$ cat config.mk
export PLATFORM = sky130hd
export DESIGN_NAME = neuron_config_loader
export DESIGN_NICKNAME = d
export VERILOG_FILES = /design/src/rtl/neuron_config_loader.sv
export SDC_FILE = /design/constraint.sdc
export NUM_CORES = 1
export LEC_CHECK = 0
export CORE_MARGIN = 2
export CORE_UTILIZATION = 51
export DETAILED_ROUTE_END_ITERATION = 7
export HOLD_SLACK_MARGIN = 0.12
export PLACE_DENSITY = 0.86
export SLEW_MARGIN = 5
export SYNTH_ARGS = -nofsm -noshare
export SYNTH_HDL_FRONTEND = slang
export SYNTH_SLANG_ARGS = --single-unit
$ cat constraint.sdc
create_clock -name clk -period 7.1 [get_ports clk]
set_clock_uncertainty 0.1 [all_clocks]
set_input_delay 2.13 -clock clk [delete_from_list [all_inputs] [get_ports clk]]
set_output_delay 2.13 -clock clk [all_outputs]
set_load 0.005 [all_outputs]
$ cat src/rtl/neuron_config_loader.sv
// neuron_config_loader: takes 32-bit words from a host valid/ready stream
// and writes them to one layer's neuron array. Each neuron gets
// num_weights weight writes followed by one bias write.
//
// Optional feature (macro CFG_CHECKSUM_EN): a running 32-bit sum of every
// accepted word, cleared on each accepted start. When the macro is not
// defined, checksum is tied to 0 and no adder is built.
//
// Ports:
//   clk, rst            clock, synchronous active-high reset
//   start               1-cycle job request, sampled only in IDLE
//   cfg_layer           layer number for the job, latched on start
//   cfg_num_neurons     neurons in the layer, latched on start
//   cfg_num_weights     weights per neuron, latched on start
//   s_valid/s_data      host word stream
//   s_ready             loader accepts a word this cycle (decoded from state)
//   weightValid/Value   weight write strobe and word
//   biasValid/Value     bias write strobe and word
//   configLayerNum      target layer number
//   configNeuronNum     target neuron number, zero-extended
//   busy                job in progress
//   done                1-cycle pulse with the final bias write
//   err                 1-cycle pulse when a start is rejected
//   checksum            sum of accepted words (0 when feature disabled)
module neuron_config_loader #(
  parameter int unsigned NW_W = 16,
  parameter int unsigned NN_W = 16
) (
  input  logic            clk,
  input  logic            rst,
  input  logic            start,
  input  logic [31:0]     cfg_layer,
  input  logic [NN_W-1:0] cfg_num_neurons,
  input  logic [NW_W-1:0] cfg_num_weights,
  input  logic            s_valid,
  input  logic [31:0]     s_data,
  output logic            s_ready,
  output logic            weightValid,
  output logic [31:0]     weightValue,
  output logic            biasValid,
  output logic [31:0]     biasValue,
  output logic [31:0]     configLayerNum,
  output logic [31:0]     configNeuronNum,
  output logic            busy,
  output logic            done,
  output logic            err,
  output logic [31:0]     checksum
);

  localparam int unsigned DATA_W = 32;

  typedef enum logic [1:0] {
    IDLE   = 2'd0,
    WEIGHT = 2'd1,
    BIAS   = 2'd2,
    DONE   = 2'd3
  } state_t;

  state_t state, state_d;

  logic [NW_W-1:0]   num_w, num_w_d, wcnt, wcnt_d;
  logic [NN_W-1:0]   num_n, num_n_d, ncnt, ncnt_d;
  logic              weight_valid_d, bias_valid_d;
  logic [DATA_W-1:0] weight_value_d, bias_value_d;
  logic [DATA_W-1:0] layer_d, neuron_d;
  logic              busy_d, done_d, err_d;
  logic              accept, last_w, last_n;

  // Ready is a pure decode of state so the host sees it in the same cycle.
  assign s_ready = (state == WEIGHT) || (state == BIAS);
  assign accept  = s_valid && s_ready;

  // Full-width compare against count-1; counts are nonzero once latched.
  assign last_w = (wcnt == NW_W'(num_w - NW_W'(1)));
  assign last_n = (ncnt == NN_W'(num_n - NN_W'(1)));

  // Next-state and registered-output logic.
  always_comb begin
    state_d        = state;
    num_w_d        = num_w;
    num_n_d        = num_n;
    wcnt_d         = wcnt;
    ncnt_d         = ncnt;
    weight_valid_d = 1'b0;
    bias_valid_d   = 1'b0;
    weight_value_d = weightValue;
    bias_value_d   = biasValue;
    layer_d        = configLayerNum;
    neuron_d       = configNeuronNum;
    done_d         = 1'b0;
    err_d          = 1'b0;

    case (state)
      IDLE: begin
        if (start) begin
          if ((cfg_num_neurons != '0) && (cfg_num_weights != '0)) begin
            state_d = WEIGHT;
            num_w_d = cfg_num_weights;
            num_n_d = cfg_num_neurons;
            wcnt_d  = '0;
            ncnt_d  = '0;
            layer_d = cfg_layer;
          end else begin
            err_d = 1'b1;
          end
        end
      end
      WEIGHT: begin
        if (accept) begin
          weight_valid_d = 1'b1;
          weight_value_d = s_data;
          neuron_d       = DATA_W'(ncnt);
          if (last_w) begin
            wcnt_d  = '0;
            state_d = BIAS;
          end else begin
            wcnt_d = NW_W'(wcnt + NW_W'(1));
          end
        end
      end
      BIAS: begin
        if (accept) begin
          bias_valid_d = 1'b1;
          bias_value_d = s_data;
          neuron_d     = DATA_W'(ncnt);
          if (last_n) begin
            done_d  = 1'b1;
            state_d = DONE;
          end else begin
            ncnt_d  = NN_W'(ncnt + NN_W'(1));
            state_d = WEIGHT;
          end
        end
      end
      DONE: begin
        state_d = IDLE;
      end
      default: begin
        state_d = IDLE;
      end
    endcase

    // DONE still counts as busy so busy drops the cycle after done.
    busy_d = (state_d != IDLE);
  end

  // State and output registers.
  always_ff @(posedge clk) begin
    if (rst) begin
      state           <= IDLE;
      num_w           <= '0;
      num_n           <= '0;
      wcnt            <= '0;
      ncnt            <= '0;
      weightValid     <= 1'b0;
      biasValid       <= 1'b0;
      weightValue     <= '0;
      biasValue       <= '0;
      configLayerNum  <= '0;
      configNeuronNum <= '0;
      busy            <= 1'b0;
      done            <= 1'b0;
      err             <= 1'b0;
    end else begin
      state           <= state_d;
      num_w           <= num_w_d;
      num_n           <= num_n_d;
      wcnt            <= wcnt_d;
      ncnt            <= ncnt_d;
      weightValid     <= weight_valid_d;
      biasValid       <= bias_valid_d;
      weightValue     <= weight_value_d;
      biasValue       <= bias_value_d;
      configLayerNum  <= layer_d;
      configNeuronNum <= neuron_d;
      busy            <= busy_d;
      done            <= done_d;
      err             <= err_d;
    end
  end

`ifdef CFG_CHECKSUM_EN
  logic start_ok;

  assign start_ok = (state == IDLE) && start &&
                    (cfg_num_neurons != '0) && (cfg_num_weights != '0);

  // Running sum of accepted words; cleared when a job is accepted.
  always_ff @(posedge clk) begin
    if (rst) begin
      checksum <= '0;
    end else if (start_ok) begin
      checksum <= '0;
    end else if (accept) begin
      checksum <= DATA_W'(checksum + s_data);
    end
  end
`else
  assign checksum = '0;
`endif

endmodule
==> metrics, run 1 <==
Die Width 134 um; final worst path period need 4590 ps; Root Buffer clkbuf_16; Setup crit end kind flop; GR Util All Layers 26.0%; leakage 4.03 nW; DR iter-0 viols 729; die area 17900 sq um; Core ar. 16500 sq um; Final Net Count 1383; Final Util 67.4%; first-pass GRT wire length 37600 um; Slew Limit Fails 0; proportion of synthesized area in mux cells 1.41%; final WL 23900 um; Final Wtd Congestion 0.868; clk sinks 183; HPWL after detailed placement 16800 um; Final Setup Violations 0; RSZ-0062 raised after global routing no; clk_lat worst skew 430 ps; Final Hold Fails 0; Tightest Pin Transition 1150 ps; post-cts hold buffer count 0; DR DRC count 0; ys flop type dfxtp_1; register area share after synthesis 42.6%; critical path type in -> reg; Hold Crit Class reg -> reg; count of unique library cells instantiated by Yosys 71; Yosys warnings 0; CP Max Fanout 7; Synth-to-Final Area Change 29.6%; Buf+Inv Stages, Crit Path 1; Tcrit/Tclk final 64.6%; post-synthesis simple-gate area fraction 25.6%; Max Cap Violations 0; TritonCTS clock tree done; Worst setup SP type input pin; vias in the first global route 7401; diode count 0; top cell type by total area after synthesis dfxtp_1; Port Buffers 217; Multi-input gate area 4330 sq um; area of the mapped netlist 8600 sq um; Synth Area in Compound Gates 14.3%; Yosys reg bits 183; CP most frequent cell nor2_1; final setup TNS 0 ps; Adder-Cell Fraction of Synth Area 1.16%; vias 8171; most frequent cells after synthesis 327 x nand2_1, 183 x dfxtp_1, 159 x a21oi_1; slowest stage cell, crit path a31oi_1; DR vias/cell 5.42; Peak VDD IR 0.000246 V; Pwr per Cell Area 287 nW/um^2; maximum clock insertion buffer count 2; count leader, synth nand2_1; Worst slew margin 23.3%; setup ws final 2510 ps; max incr delay on CP 520 ps; top post-synthesis cells by area dfxtp_1 43%, nand2_1 14%, a21oi_1 9.3%; Die Y 134 um; TritonCTS buffer count 17; XOR/XNOR share of the synthesized area 5.80%; Antenna Nets Post-Route 0; filler instances 1343; Fmax achieved 0.218 GHz; status finished clean; DR WL/cell 15.9 um; crit-path cells clkdlybuf4s50_1 -> nor4_1 -> nand4_1 -> a31oi_1 -> nor2_1 -> and4_1 -> nand3_1 -> xor2_1 -> nor2_1; Clk pin slew, worst setup/hold paths 60 ps; pin count of the biggest net entering global routing 103; Initial Util 52.1%; postcts setup bufs 0; floorplan row count 47; CP arrival 4780 ps; initial antenna violation count 0; TritonRoute pass-1 iters 5; pre-CTS setup slack 2220 ps; share of post-route cells with drive strength above 1 4.90%; top cell type's share of synthesized area 42.6%; Post-synth EDFFs 0; GR Overflow Total 0; Post-Syn Instances 1103; CP top delay family simple AND/OR/NAND/NOR gates; Boundary Pins 266; Register Area 3660 sq um; PostCTS Resize Cnt 0; largest family of logic cells by synthesized area simple AND/OR/NAND/NOR gates; H-Tree Level Count 4; FFs w/ async S/R, synth 0%; Mean Syn Cell Area 7.80 sq um; worst endpoint required time 7290 ps
cells by family after synthesis:
group | after synthesis
AND/OR/NAND/NOR | 495
AO/OA/AOI/OAI | 214
flip-flops | 183
buffers and inverters | 133
XOR/XNOR | 57
multiplexers | 12
adder cells (fa/ha/maj) | 8
other | 1
area by class of cell:
type,count,share of cell area (%)
clock inverter,11,1.22
inverter,15,0.505
sequential,183,32.9
tap,220,2.47
clock buffer,20,4.10
multi-input combinational,834,38.9
timing repair buffer,224,19.9
report_power, final:
part           total [mW]  switching (mW)  internal [mW]
Sequential           1.24           0.102           1.14
Combinational        1.00           0.564          0.437
Clock               0.957           0.414          0.543
tightest hold or removal path: cells and delay by family (launching register included):
kind / cells / cell delay [ps]
simple gates: 1 / 50
flops: 1 / 310
compound gates: 1 / 50
per-layer routing:
| metal | routed length [um] | vias to the layer above | global-route usage [%] |
|---|---|---|---|
| met1 | 9670 | 3807 | 33.2 |
| met4 | 568 | 0 | 9.69 |
| met2 | 11200 | 361 | 40.0 |
| li1 | - | 3954 | - |
| met3 | 2470 | 49 | 9.71 |
| met5 | 0 | - | 0 |
stage by stage:
stage	instance area [sq um]	total power [mW]	instances	hold WS, ps
floorplan	8780	1.90	1150	348
global placement	10600	2.21	1476	340
detailed placement	10600	2.24	1476	346
CTS	11100	3.20	1507	354
global route	11100	3.36	1507	371
finish	11100	3.20	1507	353
worst paths after layout:
kind                                     startpoint         endpoint  slack, ps  cells past startpoint
worst min-delay path                weightValue[11]  weightValue[11]        350                      2
worst max-delay path            cfg_num_weights[10]          wcnt[8]       2510                      9
worst min register to register      weightValue[11]  weightValue[11]        350                      2
worst max register to register             num_n[0]         ncnt[15]       3760                     10
cells in the final DEF (no fill, tap or decap), types with 10 or more instances in the layout:
cell type,n
nand4_1,17
and3_1,10
xnor2_1,30
clkbuf_16,17
mux2i_1,11
nand3_1,20
a21oi_1,159
dfxtp_1,183
xor2_1,27
nand2_1,327
clkdlybuf4s50_1,216
nor3_1,14
nor2_1,42
inv_1,15
nor4_1,15
conb_1,48
state kept, by name (all words and copies together) (netlist names):
register         count
wcnt                16
biasValid            1
biasValue           32
err                  1
busy                 1
weightValue         32
weightValid          1
done                 1
configNeuronNum     16
num_n               16
ncnt                16
configLayerNum      32
num_w               16
state                2
No activity file was read; power rests on OpenSTA's default activity.
==> inputs of run 2 (changes only) <==
- CORE_UTILIZATION: 51 -> 43
- PLACE_DENSITY: 0.86 -> 0.78
- clock period: 7.1 -> 4.09 ns (I/O delays scaled with it)
==> run 2 against run 1 <==
Against the previous run: combinational power increased by 75%; first-iteration DRC count decreased by 39%; worst setup slack got worse by 2000 ps; cell count increased by 3.4%; worst hold slack about the same; register-to-register slack got worse by 2900 ps.
==> metrics, run 2 (synthesis gave the netlist of run 1 again) <==
Slew Limit Fails 0 (unchanged); Pwr per Cell Area 489 nW/um^2 (+71%); DR WL/cell 15.1 um (-5.0%); Initial Util 44.1% (-8.0 points); Tcrit/Tclk final 88.6%; PostCTS Resize Cnt 0 (unchanged); floorplan row count 51 (+8.5%); Fmax achieved 0.276 GHz; DR iter-0 viols 446 (-39%); Port Buffers 217 (unchanged); Die Width 145 um (+8.6%); Peak VDD IR 0.000315 V (+28%); HPWL after detailed placement 16900 um (+0.61%); critical path type in -> reg; Synth-to-Final Area Change 30.6%; final setup TNS 0 ps (unchanged); Tot Pwr 5.50 mW (+72%); H-Tree Level Count 4 (unchanged); TritonRoute pass-1 iters 4 (-1); pin count of the biggest net entering global routing 74 (-28%); Hold Crit Start configLayerNum[19]; Worst setup SP type input pin; Worst slew margin 48.4% (+25 points); Reg-to-Reg Start num_n[0]; WHS 353 ps (+0.00800 ps); Tightest Pin Transition 773 ps (-375 ps); commonest non-fill, non-tap cells in the layout 327 x nand2_1, 216 x clkdlybuf4s50_1, 183 x dfxtp_1; WHS Endpoint configLayerNum[19]; die area 21200 sq um (+18%); switching part of the total power 34.3% (+0.53 points); sequential power share 39.0% (+0.3 points); hold path cells 2 (unchanged); Max Cap Violations 0 (unchanged); GR Overflow Total 0 (unchanged); CP arrival 3820 ps (-960 ps); Final Net Count 1388 (+0.36%); post-cts hold buffer count 0 (unchanged); Final Wtd Congestion 0.896 (+3.2%); DR vias/cell 5.10 (-6.0%); leakage 4.05 nW (+0.49%); Die Y 145 um (+8.6%); Final Setup Violations 0 (unchanged); DR DRC count 0 (unchanged); initial antenna violation count 1 (+1); TritonCTS buffer count 17 (unchanged); clk sinks 183 (unchanged); power share of the clock group 29.1% (-0.8 points); CP Max Fanout 7 (unchanged); status finished clean; Comb pwr share 31.9% (+0.6 points); filler instances 1805 (+34%); maximum clock insertion buffer count 2 (unchanged); GR Util All Layers 22.0% (-4.0 points); commonest non-fill, non-tap cell in the layout nand2_1; R2R Setup Slk 830 ps (-2930 ps); Post-Layout Cell Count 1558 (+3.4%); TritonCTS clock tree done; vias 7944 (-2.8%); vias in the first global route 7498 (+1.3%); worst endpoint required time 4290 ps (-3000 ps); Regs by FF count biasValue (32), configLayerNum (32), weightValue (32); Clk pin slew, worst setup/hold paths 70 ps (about the same); Setup crit end kind flop; clk_lat worst skew 430 ps (about the same); Antenna Nets Post-Route 0 (unchanged); R2R Path End ncnt[13]; Boundary Pins 266 (unchanged); RSZ-0062 raised after global routing no; share of post-route cells with drive strength above 1 5.34% (+0.45 points); final WL 23500 um (-1.8%); dpl cells 1526 (+3.4%); Core ar. 19500 sq um (+18%); worst reg2reg path depth 10 (unchanged); Hold Crit Class reg -> reg; final worst path period need 3620 ps; Root Buffer clkbuf_16; Final Hold Fails 0 (unchanged); Psw 1.89 mW (+75%); postcts setup bufs 0 (unchanged); Int Pwr 3.61 mW (+71%); first-pass GRT wire length 38000 um (+1.2%)
## run 2: cell count changes in the layout (fill, tap and decap cells not counted)
cell	delta
buf_4	+3
buf_12	+2
clkbuf_8	-2
clkinv_2	+2
clkinv_4	-2
inv_8	+2
bufinv_16	-1
clkbuf_1	-1
clkinvlp_4	+1
diode_2	+1
inv_6	+1
## run 2: through the flow
step / util [%] / worst slack, ps / cell area [sq um]
after floorplan: - / 927 / 8780
after global placement: 54.6 / 74.7 / 10700
after detailed placement: 54.6 / 43.7 / 10700
after CTS: 57.5 / 473 / 11200
after global routing: 57.5 / 287 / 11200
final: 57.5 / 467 / 11200
## run 2: worst max-delay path, cell delays in order
cell and delay, ps:
clkdlybuf4s50_1 420, nor4_1 560, nand4_1 360, a31oi_1 260, buf_4 170, nor2_1 130
and4_1 310, nand3_1 130, xor2_1 170, nor2_1 70
## run 2: power groups by stage
| stage | clock (mW) | combinational (mW) | sequential, mW |
|---|---|---|---|
| finish | 1.60 | 1.75 | 2.14 |
| global route | 1.72 | 1.95 | 2.17 |
| CTS | 1.64 | 1.75 | 2.14 |
| detailed placement | 0 | 1.74 | 2.18 |
| global placement | 0 | 1.72 | 2.17 |
| floorplan | 0 | 1.17 | 2.13 |
## run 2: final cells by class
| cell class | count | area (sq um) | area share (%) |
|---|---|---|---|
| antenna | 1 | 2.50 | 0.0223 |
| clock buffer | 17 | 425 | 3.79 |
| clock inverter | 14 | 138 | 1.22 |
| inverter | 15 | 56.3 | 0.501 |
| multi-input combinational | 834 | 4330 | 38.6 |
| sequential | 183 | 3660 | 32.6 |
| tap | 265 | 332 | 2.95 |
| timing repair buffer | 229 | 2280 | 20.3 |
## run 2: per-layer routing
metal	routed length, um	vias up	GRT usage, %
met5	0	-	0
met4	384	0	7.16
met3	2110	27	8.37
met2	10800	243	34.7
met1	10200	3709	27.7
li1	-	3965	-
## run 2: how the worst max path moves through the flow
stage	from	end	slack [ps]	cells after the start
after floorplan	cfg_num_neurons[10]	wcnt[14]	930	9
after global placement	cfg_num_weights[2]	wcnt[14]	70	10
after detailed placement	cfg_num_weights[2]	wcnt[14]	40	10
after CTS	cfg_num_weights[2]	wcnt[14]	470	10
after global routing	cfg_num_weights[2]	wcnt[14]	290	10
final	cfg_num_weights[2]	wcnt[14]	470	10
